File: config.mk
export PLATFORM = sky130hd
export DESIGN_NAME = gtp_rx_pkt_flat
export DESIGN_NICKNAME = d
export VERILOG_FILES = /design/src/rtl/gtp_rx_pkt_if.sv /design/src/rtl/gtp_rx_pkt.sv /design/src/flat_wrapper.sv
export SDC_FILE = /design/constraint.sdc
export NUM_CORES = 1
export LEC_CHECK = 0
export ABC_AREA = 1
export BUFFER_PORTS_ARGS = -buffer_cell sky130_fd_sc_hd__buf_4
export CORE_MARGIN = 4
export CORE_UTILIZATION = 60
export DETAILED_ROUTE_END_ITERATION = 7
export PLACE_DENSITY = 0.83
export SLEW_MARGIN = 0
export SYNTH_ARGS = -nofsm -noshare
export SYNTH_HDL_FRONTEND = slang
export SYNTH_SLANG_ARGS = --single-unit
File: constraint.sdc
create_clock -name log_clk -period 7.49 [get_ports log_clk]
set_clock_uncertainty 0.05 [all_clocks]
set_input_delay 1.498 -clock log_clk [delete_from_list [all_inputs] [get_ports log_clk]]
set_output_delay 1.498 -clock log_clk [all_outputs]
set_load 0.01 [all_outputs]
File: src/rtl/gtp_rx_pkt_if.sv
// Receive stream bundle (data/valid/last) feeding the GTP frame parser.
// No ready signal: the sink accepts every valid beat.
interface gtp_rx_pkt_if #(
  parameter int DATA_W = 32
);
  logic [DATA_W-1:0] tdata;
  logic              tvalid;
  logic              tlast;

  modport master (output tdata, tvalid, tlast);
  modport slave  (input  tdata, tvalid, tlast);
endinterface

File: src/rtl/gtp_rx_pkt.sv
// GTP receive framer: parses SOF/ID/HEAD/payload/CRC/EOF, writes payload to packet RAM, reports status.
// Every pulse and write is registered, 1 cycle after its beat; no backpressure, every valid beat is consumed.
module gtp_rx_pkt #(
  parameter int          DATA_W    = 32,
  parameter int          ADDR_W    = 8,
  parameter int          LEN_W     = 8,
  parameter int          MAX_LEN   = 255,
  parameter logic [31:0] SOF_WORD  = 32'h0000FFBC,
  parameter logic [31:0] EOF_WORD  = 32'h0000FFBD,
  parameter logic [31:0] TRIG_WORD = 32'h0000FFBA,
  parameter bit          ID_FILTER = 1'b1,
  parameter int          CNT_W     = 16
) (
  input  logic              log_clk,
  input  logic              log_rst_n,
  gtp_rx_pkt_if.slave       s_axi_rx,
  input  logic [DATA_W-1:0] local_id,
  input  logic              id_err_clr,
  input  logic              cnt_clr,
  output logic              wr_en,
  output logic [ADDR_W-1:0] wr_addr,
  output logic [DATA_W-1:0] wr_data,
  output logic [DATA_W-1:0] rx_id,
  output logic [DATA_W-1:0] rx_head,
  output logic              rx_done,
  output logic              rx_trigger,
  output logic              crc_err,
  output logic              frame_err,
  output logic              id_mismatch,
  output logic [CNT_W-1:0]  good_cnt,
  output logic [CNT_W-1:0]  err_cnt
);

  typedef enum logic [2:0] {
    S_IDLE, S_ID, S_HEAD, S_DATA, S_CRC, S_EOF, S_DROP
  } state_t;

  localparam logic [DATA_W-1:0] SOF_W     = DATA_W'(SOF_WORD);
  localparam logic [DATA_W-1:0] EOF_W     = DATA_W'(EOF_WORD);
  localparam logic [DATA_W-1:0] TRIG_W    = DATA_W'(TRIG_WORD);
  // One extra bit so the length check stays meaningful when MAX_LEN fills LEN_W.
  localparam logic [LEN_W:0]    MAX_LEN_C = (LEN_W+1)'(MAX_LEN);
  localparam logic [31:0]       POLY      = 32'h04C11DB7;

  function automatic logic [31:0] crc_next(input logic [31:0] c, input logic [DATA_W-1:0] d);
    logic [31:0] r;
    r = c;
    for (int i = DATA_W-1; i >= 0; i--) begin
      r = {r[30:0], 1'b0} ^ ((r[31] ^ d[i]) ? POLY : 32'h0);
    end
    return r;
  endfunction

  state_t              state, state_nxt;
  logic [31:0]         crc, rx_crc;
  logic [LEN_W-1:0]    len_q, idx;
  logic [ADDR_W-1:0]   start_addr;
  logic                done_set, trig_set, crcerr_set, ferr_set, wr_set, mism_set;

  logic                beat, last;
  logic [DATA_W-1:0]   dat;
  logic                len_big, eof_ok, id_ok;

  assign beat    = s_axi_rx.tvalid;
  assign last    = s_axi_rx.tlast;
  assign dat     = s_axi_rx.tdata;
  assign len_big = {1'b0, dat[LEN_W-1:0]} > MAX_LEN_C;
  assign eof_ok  = (dat == EOF_W) && last;
  assign id_ok   = !ID_FILTER || (rx_id == local_id);

  always_ff @(posedge log_clk or negedge log_rst_n) begin
    if (!log_rst_n) state <= S_IDLE;
    else            state <= state_nxt;
  end

  always_comb begin
    state_nxt  = state;
    done_set   = 1'b0;
    trig_set   = 1'b0;
    crcerr_set = 1'b0;
    ferr_set   = 1'b0;
    wr_set     = 1'b0;
    mism_set   = 1'b0;
    if (beat) begin
      case (state)
        S_IDLE: begin
          if (dat == TRIG_W)     trig_set  = 1'b1;
          else if (dat == SOF_W) state_nxt = S_ID;
          else if (!last)        state_nxt = S_DROP;
        end
        S_ID: begin
          if (last) begin ferr_set = 1'b1; state_nxt = S_IDLE; end
          else state_nxt = S_HEAD;
        end
        S_HEAD: begin
          if (last)                         begin ferr_set = 1'b1; state_nxt = S_IDLE; end
          else if (len_big)                 begin ferr_set = 1'b1; state_nxt = S_DROP; end
          else if (dat[LEN_W-1:0] == '0)    state_nxt = S_CRC;
          else                              state_nxt = S_DATA;
        end
        S_DATA: begin
          if (last) begin
            ferr_set  = 1'b1;
            state_nxt = S_IDLE;
          end else begin
            wr_set = id_ok;
            if (idx == len_q - LEN_W'(1)) state_nxt = S_CRC;
          end
        end
        S_CRC: begin
          if (last) begin ferr_set = 1'b1; state_nxt = S_IDLE; end
          else state_nxt = S_EOF;
        end
        S_EOF: begin
          if (eof_ok) begin
            state_nxt = S_IDLE;
            if (crc == rx_crc) begin
              done_set = 1'b1;
              mism_set = (rx_id != local_id);
            end else begin
              crcerr_set = 1'b1;
            end
          end else begin
            ferr_set  = 1'b1;
            state_nxt = last ? S_IDLE : S_DROP;
          end
        end
        S_DROP:  if (last) state_nxt = S_IDLE;
        default: state_nxt = S_IDLE;
      endcase
    end
  end

  always_ff @(posedge log_clk or negedge log_rst_n) begin
    if (!log_rst_n) begin
      crc        <= '0;
      rx_crc     <= '0;
      len_q      <= '0;
      idx        <= '0;
      start_addr <= '0;
      rx_id      <= '0;
      rx_head    <= '0;
      wr_en      <= 1'b0;
      wr_addr    <= '0;
      wr_data    <= '0;
      rx_done    <= 1'b0;
      rx_trigger <= 1'b0;
      crc_err    <= 1'b0;
      frame_err  <= 1'b0;
      id_mismatch <= 1'b0;
      good_cnt   <= '0;
      err_cnt    <= '0;
    end else begin
      rx_done    <= done_set;
      rx_trigger <= trig_set;
      crc_err    <= crcerr_set;
      frame_err  <= ferr_set;
      wr_en      <= wr_set;
      if (wr_set) begin
        wr_addr <= start_addr + ADDR_W'(idx);
        wr_data <= dat;
      end
      if (beat) begin
        case (state)
          S_IDLE: if (dat == SOF_W) crc <= '1;
          S_ID: begin
            rx_id <= dat;
            crc   <= crc_next(crc, dat);
          end
          S_HEAD: begin
            rx_head    <= dat;
            len_q      <= dat[LEN_W-1:0];
            start_addr <= dat[LEN_W +: ADDR_W];
            idx        <= '0;
            crc        <= crc_next(crc, dat);
          end
          S_DATA: begin
            crc <= crc_next(crc, dat);
            idx <= idx + LEN_W'(1);
          end
          S_CRC:   rx_crc <= 32'(dat);
          default: ;
        endcase
      end
      // Clear wins over a same-cycle set/increment.
      if (id_err_clr)    id_mismatch <= 1'b0;
      else if (mism_set) id_mismatch <= 1'b1;
      if (cnt_clr) begin
        good_cnt <= '0;
        err_cnt  <= '0;
      end else begin
        if (done_set && good_cnt != '1)               good_cnt <= good_cnt + CNT_W'(1);
        if ((crcerr_set || ferr_set) && err_cnt != '1) err_cnt  <= err_cnt + CNT_W'(1);
      end
    end
  end

endmodule

File: src/flat_wrapper.sv
// flat-port wrapper written by rule: the top's interface ports become plain ports
module gtp_rx_pkt_flat 
#(
  parameter int          DATA_W    = 32,
  parameter int          ADDR_W    = 8,
  parameter int          LEN_W     = 8,
  parameter int          MAX_LEN   = 255,
  parameter logic [31:0] SOF_WORD  = 32'h0000FFBC,
  parameter logic [31:0] EOF_WORD  = 32'h0000FFBD,
  parameter logic [31:0] TRIG_WORD = 32'h0000FFBA,
  parameter bit          ID_FILTER = 1'b1,
  parameter int          CNT_W     = 16
)
  (log_clk, log_rst_n, local_id, id_err_clr, cnt_clr, wr_en, wr_addr, wr_data, rx_id, rx_head, rx_done, rx_trigger, crc_err, frame_err, id_mismatch, good_cnt, err_cnt, s_axi_rx_tdata, s_axi_rx_tvalid, s_axi_rx_tlast);
  gtp_rx_pkt_if #(.DATA_W(DATA_W)) s_axi_rx_i ();
  input  logic log_clk;
  input  logic log_rst_n;
  input  logic [DATA_W-1:0] local_id;
  input  logic id_err_clr;
  input  logic cnt_clr;
  output logic wr_en;
  output logic [ADDR_W-1:0] wr_addr;
  output logic [DATA_W-1:0] wr_data;
  output logic [DATA_W-1:0] rx_id;
  output logic [DATA_W-1:0] rx_head;
  output logic rx_done;
  output logic rx_trigger;
  output logic crc_err;
  output logic frame_err;
  output logic id_mismatch;
  output logic [CNT_W-1:0] good_cnt;
  output logic [CNT_W-1:0] err_cnt;
  input wire logic [$bits(s_axi_rx_i.tdata)-1:0] s_axi_rx_tdata;
  input wire logic [$bits(s_axi_rx_i.tvalid)-1:0] s_axi_rx_tvalid;
  input wire logic [$bits(s_axi_rx_i.tlast)-1:0] s_axi_rx_tlast;
  assign s_axi_rx_i.tdata = s_axi_rx_tdata;
  assign s_axi_rx_i.tvalid = s_axi_rx_tvalid;
  assign s_axi_rx_i.tlast = s_axi_rx_tlast;
  gtp_rx_pkt #(.DATA_W(DATA_W), .ADDR_W(ADDR_W), .LEN_W(LEN_W), .MAX_LEN(MAX_LEN), .SOF_WORD(SOF_WORD), .EOF_WORD(EOF_WORD), .TRIG_WORD(TRIG_WORD), .ID_FILTER(ID_FILTER), .CNT_W(CNT_W)) u_core (.log_clk(log_clk), .log_rst_n(log_rst_n), .s_axi_rx(s_axi_rx_i), .local_id(local_id), .id_err_clr(id_err_clr), .cnt_clr(cnt_clr), .wr_en(wr_en), .wr_addr(wr_addr), .wr_data(wr_data), .rx_id(rx_id), .rx_head(rx_head), .rx_done(rx_done), .rx_trigger(rx_trigger), .crc_err(crc_err), .frame_err(frame_err), .id_mismatch(id_mismatch), .good_cnt(good_cnt), .err_cnt(err_cnt));
endmodule
==> results.json <==
{
  "antenna_found_initial": 0,
  "gp_congestion": 0.990,
  "r2r_end": "u_core.crc[14]$_DFFE_PN0P_",
  "grt_pass1_wl_um": 81200,
  "yosysUniqueCellTypes": 57,
  "synth_area_per_cell_um2": 6.99,
  "vias": 15600,
  "drc": 0,
  "worstSetupPathType": "in2reg",
  "met1_usage_pct": 47.5,
  "ant_nets": 0,
  "postLayoutCoreUtil_pct": 72.6,
  "critPathCapture": "u_core.crc[14]$_DFFE_PN0P_",
  "via_per_inst": 5.80,
  "synth_nets": 2222,
  "syn_area_um2": 15000,
  "synth_ff_type": "dfrtp_1",
  "finalSetupViolations": 0,
  "clk_pin_slew_ns": 0.06,
  "finalCriticalPeriod_ns": 4.57,
  "clock_latency_ns": 0.52,
  "core-area_um2": 24400,
  "gr-usage-met3_pct": 5.05,
  "hpwl_um": 40800,
  "cp_max_fo": 11,
  "top_usage_layer": "met2",
  "start_util_pct": 61.3,
  "ys.warnings.count": 0,
  "grt_max_degree": 177,
  "drt_pass1_iterations": 6,
  "cp.required_ns": 7.85,
  "drt_iter0_markers": 1787,
  "synth_seq_cells": 217,
  "cts_made_buffers": 24,
  "hold_violations": 0,
  "max_freq_mhz": 219,
  "placementRows": 57,
  "cpPeakStageDelay_ns": 0.49,
  "relSlewSlack_pct": 27.7,
  "worst_slew_pin_slew_ns": 1.08,
  "finalSetupTns_ns": 0,
  "layout.cells.most_common": "nand2_1",
  "die_x_um": 166,
  "slowest_stage": "nand2_1",
  "ys_async_sr_fraction_pct": 100,
  "die_h_um": 166,
  "synth_edf_count": 0,
  "ctsResizeCount": 0,
  "crit_arrival_ns": 4.93,
  "cts_max_path_buffers": 3,
  "end_kind": "flip-flop",
  "r2r_slack_ns": 3.65,
  "layout_setup_ws_ns": 2.92,
  "area_growth_pct": 18.3,
  "drv_slew": 0,
  "reg2regPathDepth": 21,
  "clock_sinks": 217,
  "fill_cells": 1978,
  "crit_start": "s_axi_rx_tdata[25]",
  "io_pins": 212,
  "gr-total-overflow": 0,
  "wl_um": 52900,
  "drv_cap": 0,
  "synthCells": 2140,
  "nets": 2425,
  "crit_path_start_kind": "input port",
  "cts_tree": "yes",
  "rsz0062_at_grt": "no",
  "final_cell_mix": "nand2_1 (737), dfrtp_1 (217), inv_1 (215)",
  "cts-root-buf": "clkbuf_16",
  "hold_path_class": "reg2reg",
  "seq_area_frac_synth_pct": 36.3,
  "htree_num_levels": 1,
  "place_ws_ns": 2.48,
  "postCtsSetupRepairBufs": 0,
  "outcome": "finished clean",
  "cpMostUsedCell": "nand2_1",
  "wl_per_cell_um": 19.7,
  "worstPathCellList": "buf_4 -> inv_1 -> nand2_1 -> nand2_1 -> nand2_1 -> nand2_2 -> nand3_1 -> nand2_1 -> inv_1 -> nand3_1 -> nand2_2 -> nand2_1 -> nand2_1 -> inv_2 -> nand2_4 -> nand2_4 -> nand3_1 -> nand2_2 -> xor2_1 -> nand2b_1 -> nand3_1 -> nand2_1 -> inv_1",
  "antenna_cells": 0,
  "grt_pass1_vias": 14600,
  "grt.total_usage_pct": 37.0,
  "met2_usage_pct": 61.3,
  "design.die.area_um2": 27500,
  "timing.final.crit_share_pct": 61.0,
  "drive_above_1_share_pct": 18.1,
  "r2r_start": "u_core.crc[31]$_DFFE_PN0P_",
  "cts_hold_buffers": 0,
  "portBuffers": 211
}
[metrics by stage]
stage,instances,hold WS [ns],instance area (um2)
after floorplan,2140,0.422,15000
after global placement,2641,0.416,16900
after detailed placement,2641,0.424,16900
after CTS,2684,0.440,17700
after global routing,2684,0.464,17700
final,2684,0.439,17700
[cell type report]
| cell class | instances | area [um2] | share of cell area, % |
|---|---|---|---|
| flip-flops and latches | 217 | 5430 | 30.7 |
| well taps | 324 | 405 | 2.29 |
| multi-input cells | 1637 | 8440 | 47.7 |
| clock inverters | 10 | 138 | 0.778 |
| inverters | 247 | 937 | 5.30 |
| clock buffers | 33 | 706 | 3.99 |
| repair buffers | 216 | 1640 | 9.28 |
[cells in the mapped netlist (8+ instances only)]
cell type / number / area, um2
o21ai_1: 8 / 40.0
nor2_1: 114 / 428
dfrtp_1: 217 / 5430
inv_1: 215 / 807
o22ai_1: 10 / 62.6
xnor2_1: 36 / 315
nand4_1: 18 / 113
nand2_4: 24 / 270
o21ai_0: 171 / 856
nand2_1: 738 / 2770
a21oi_1: 34 / 170
clkbuf_1: 35 / 131
nor4_1: 10 / 62.6
ha_1: 11 / 138
xor2_1: 118 / 1030
inv_2: 26 / 97.6
nand3_1: 151 / 756
nand2_2: 89 / 557
nand3_2: 8 / 80.1
nor3_1: 29 / 145
[flip-flops by register name (all words and copies together) (netlist names)]
signal              flops
u_core.idx              8
u_core.rx_trigger       1
u_core.id_mismatch      1
u_core.state            3
u_core.crc_err          1
u_core.err_cnt         16
u_core.wr_en            1
u_core.rx_crc          32
u_core.good_cnt        16
u_core.frame_err        1
u_core.rx_done          1
u_core.rx_head         32
u_core.rx_id           32
u_core.wr_data         32
u_core.crc             32
u_core.wr_addr          8
[critical path: cells and delay by family]
kind,cells,cell delay [ns]
XOR/XNOR,1,0.37
AND/OR/NAND/NOR,17,2.41
buffers and inverters,5,0.67
[cells by family (layout without fill, tap and decap cells)]
logic type               count (synthesis)  count (layout)  synth area share [%]
AO/OA/AOI/OAI                          255             255                  9.28
XOR/XNOR                               160             160                  9.75
adder cells (fa/ha/maj)                 12              12                  1.05
buffers and inverters                  286             506                  7.31
flip-flops                             217             217                  36.3
multiplexers                             2               2                 0.134
AND/OR/NAND/NOR                       1208            1208                  36.2
[metal layers]
| layer | vias up | part of all wire (%) |
|---|---|---|
| li1 | 7204 | - |
| met1 | 7380 | 39 |
| met2 | 794 | 47 |
| met3 | 180 | 8.2 |
| met4 | 0 | 6.2 |
| met5 | - | 0 |
[how the worst min path moves through the flow]
stage / startpoint / to / slack [ns] / depth (start not counted)
finish: u_core.rx_head[22]$_DFFE_PN0P_ / u_core.rx_head[22]$_DFFE_PN0P_ / 0.44 / 2
global route: u_core.rx_head[19]$_DFFE_PN0P_ / u_core.rx_head[19]$_DFFE_PN0P_ / 0.46 / 2
CTS: u_core.wr_data[29]$_DFFE_PN0P_ / u_core.wr_data[29]$_DFFE_PN0P_ / 0.44 / 2
detailed placement: u_core.wr_addr[0]$_DFFE_PN0P_ / u_core.wr_addr[0]$_DFFE_PN0P_ / 0.42 / 2
global placement: u_core.wr_addr[0]$_DFFE_PN0P_ / u_core.wr_addr[0]$_DFFE_PN0P_ / 0.42 / 2
floorplan: u_core.rx_crc[0]$_DFFE_PN0P_ / u_core.rx_crc[0]$_DFFE_PN0P_ / 0.42 / 2
Power is left out: the tool's default activity adds up to more than one toggle a clock period on the data nets, which glitch-free logic cannot reach.
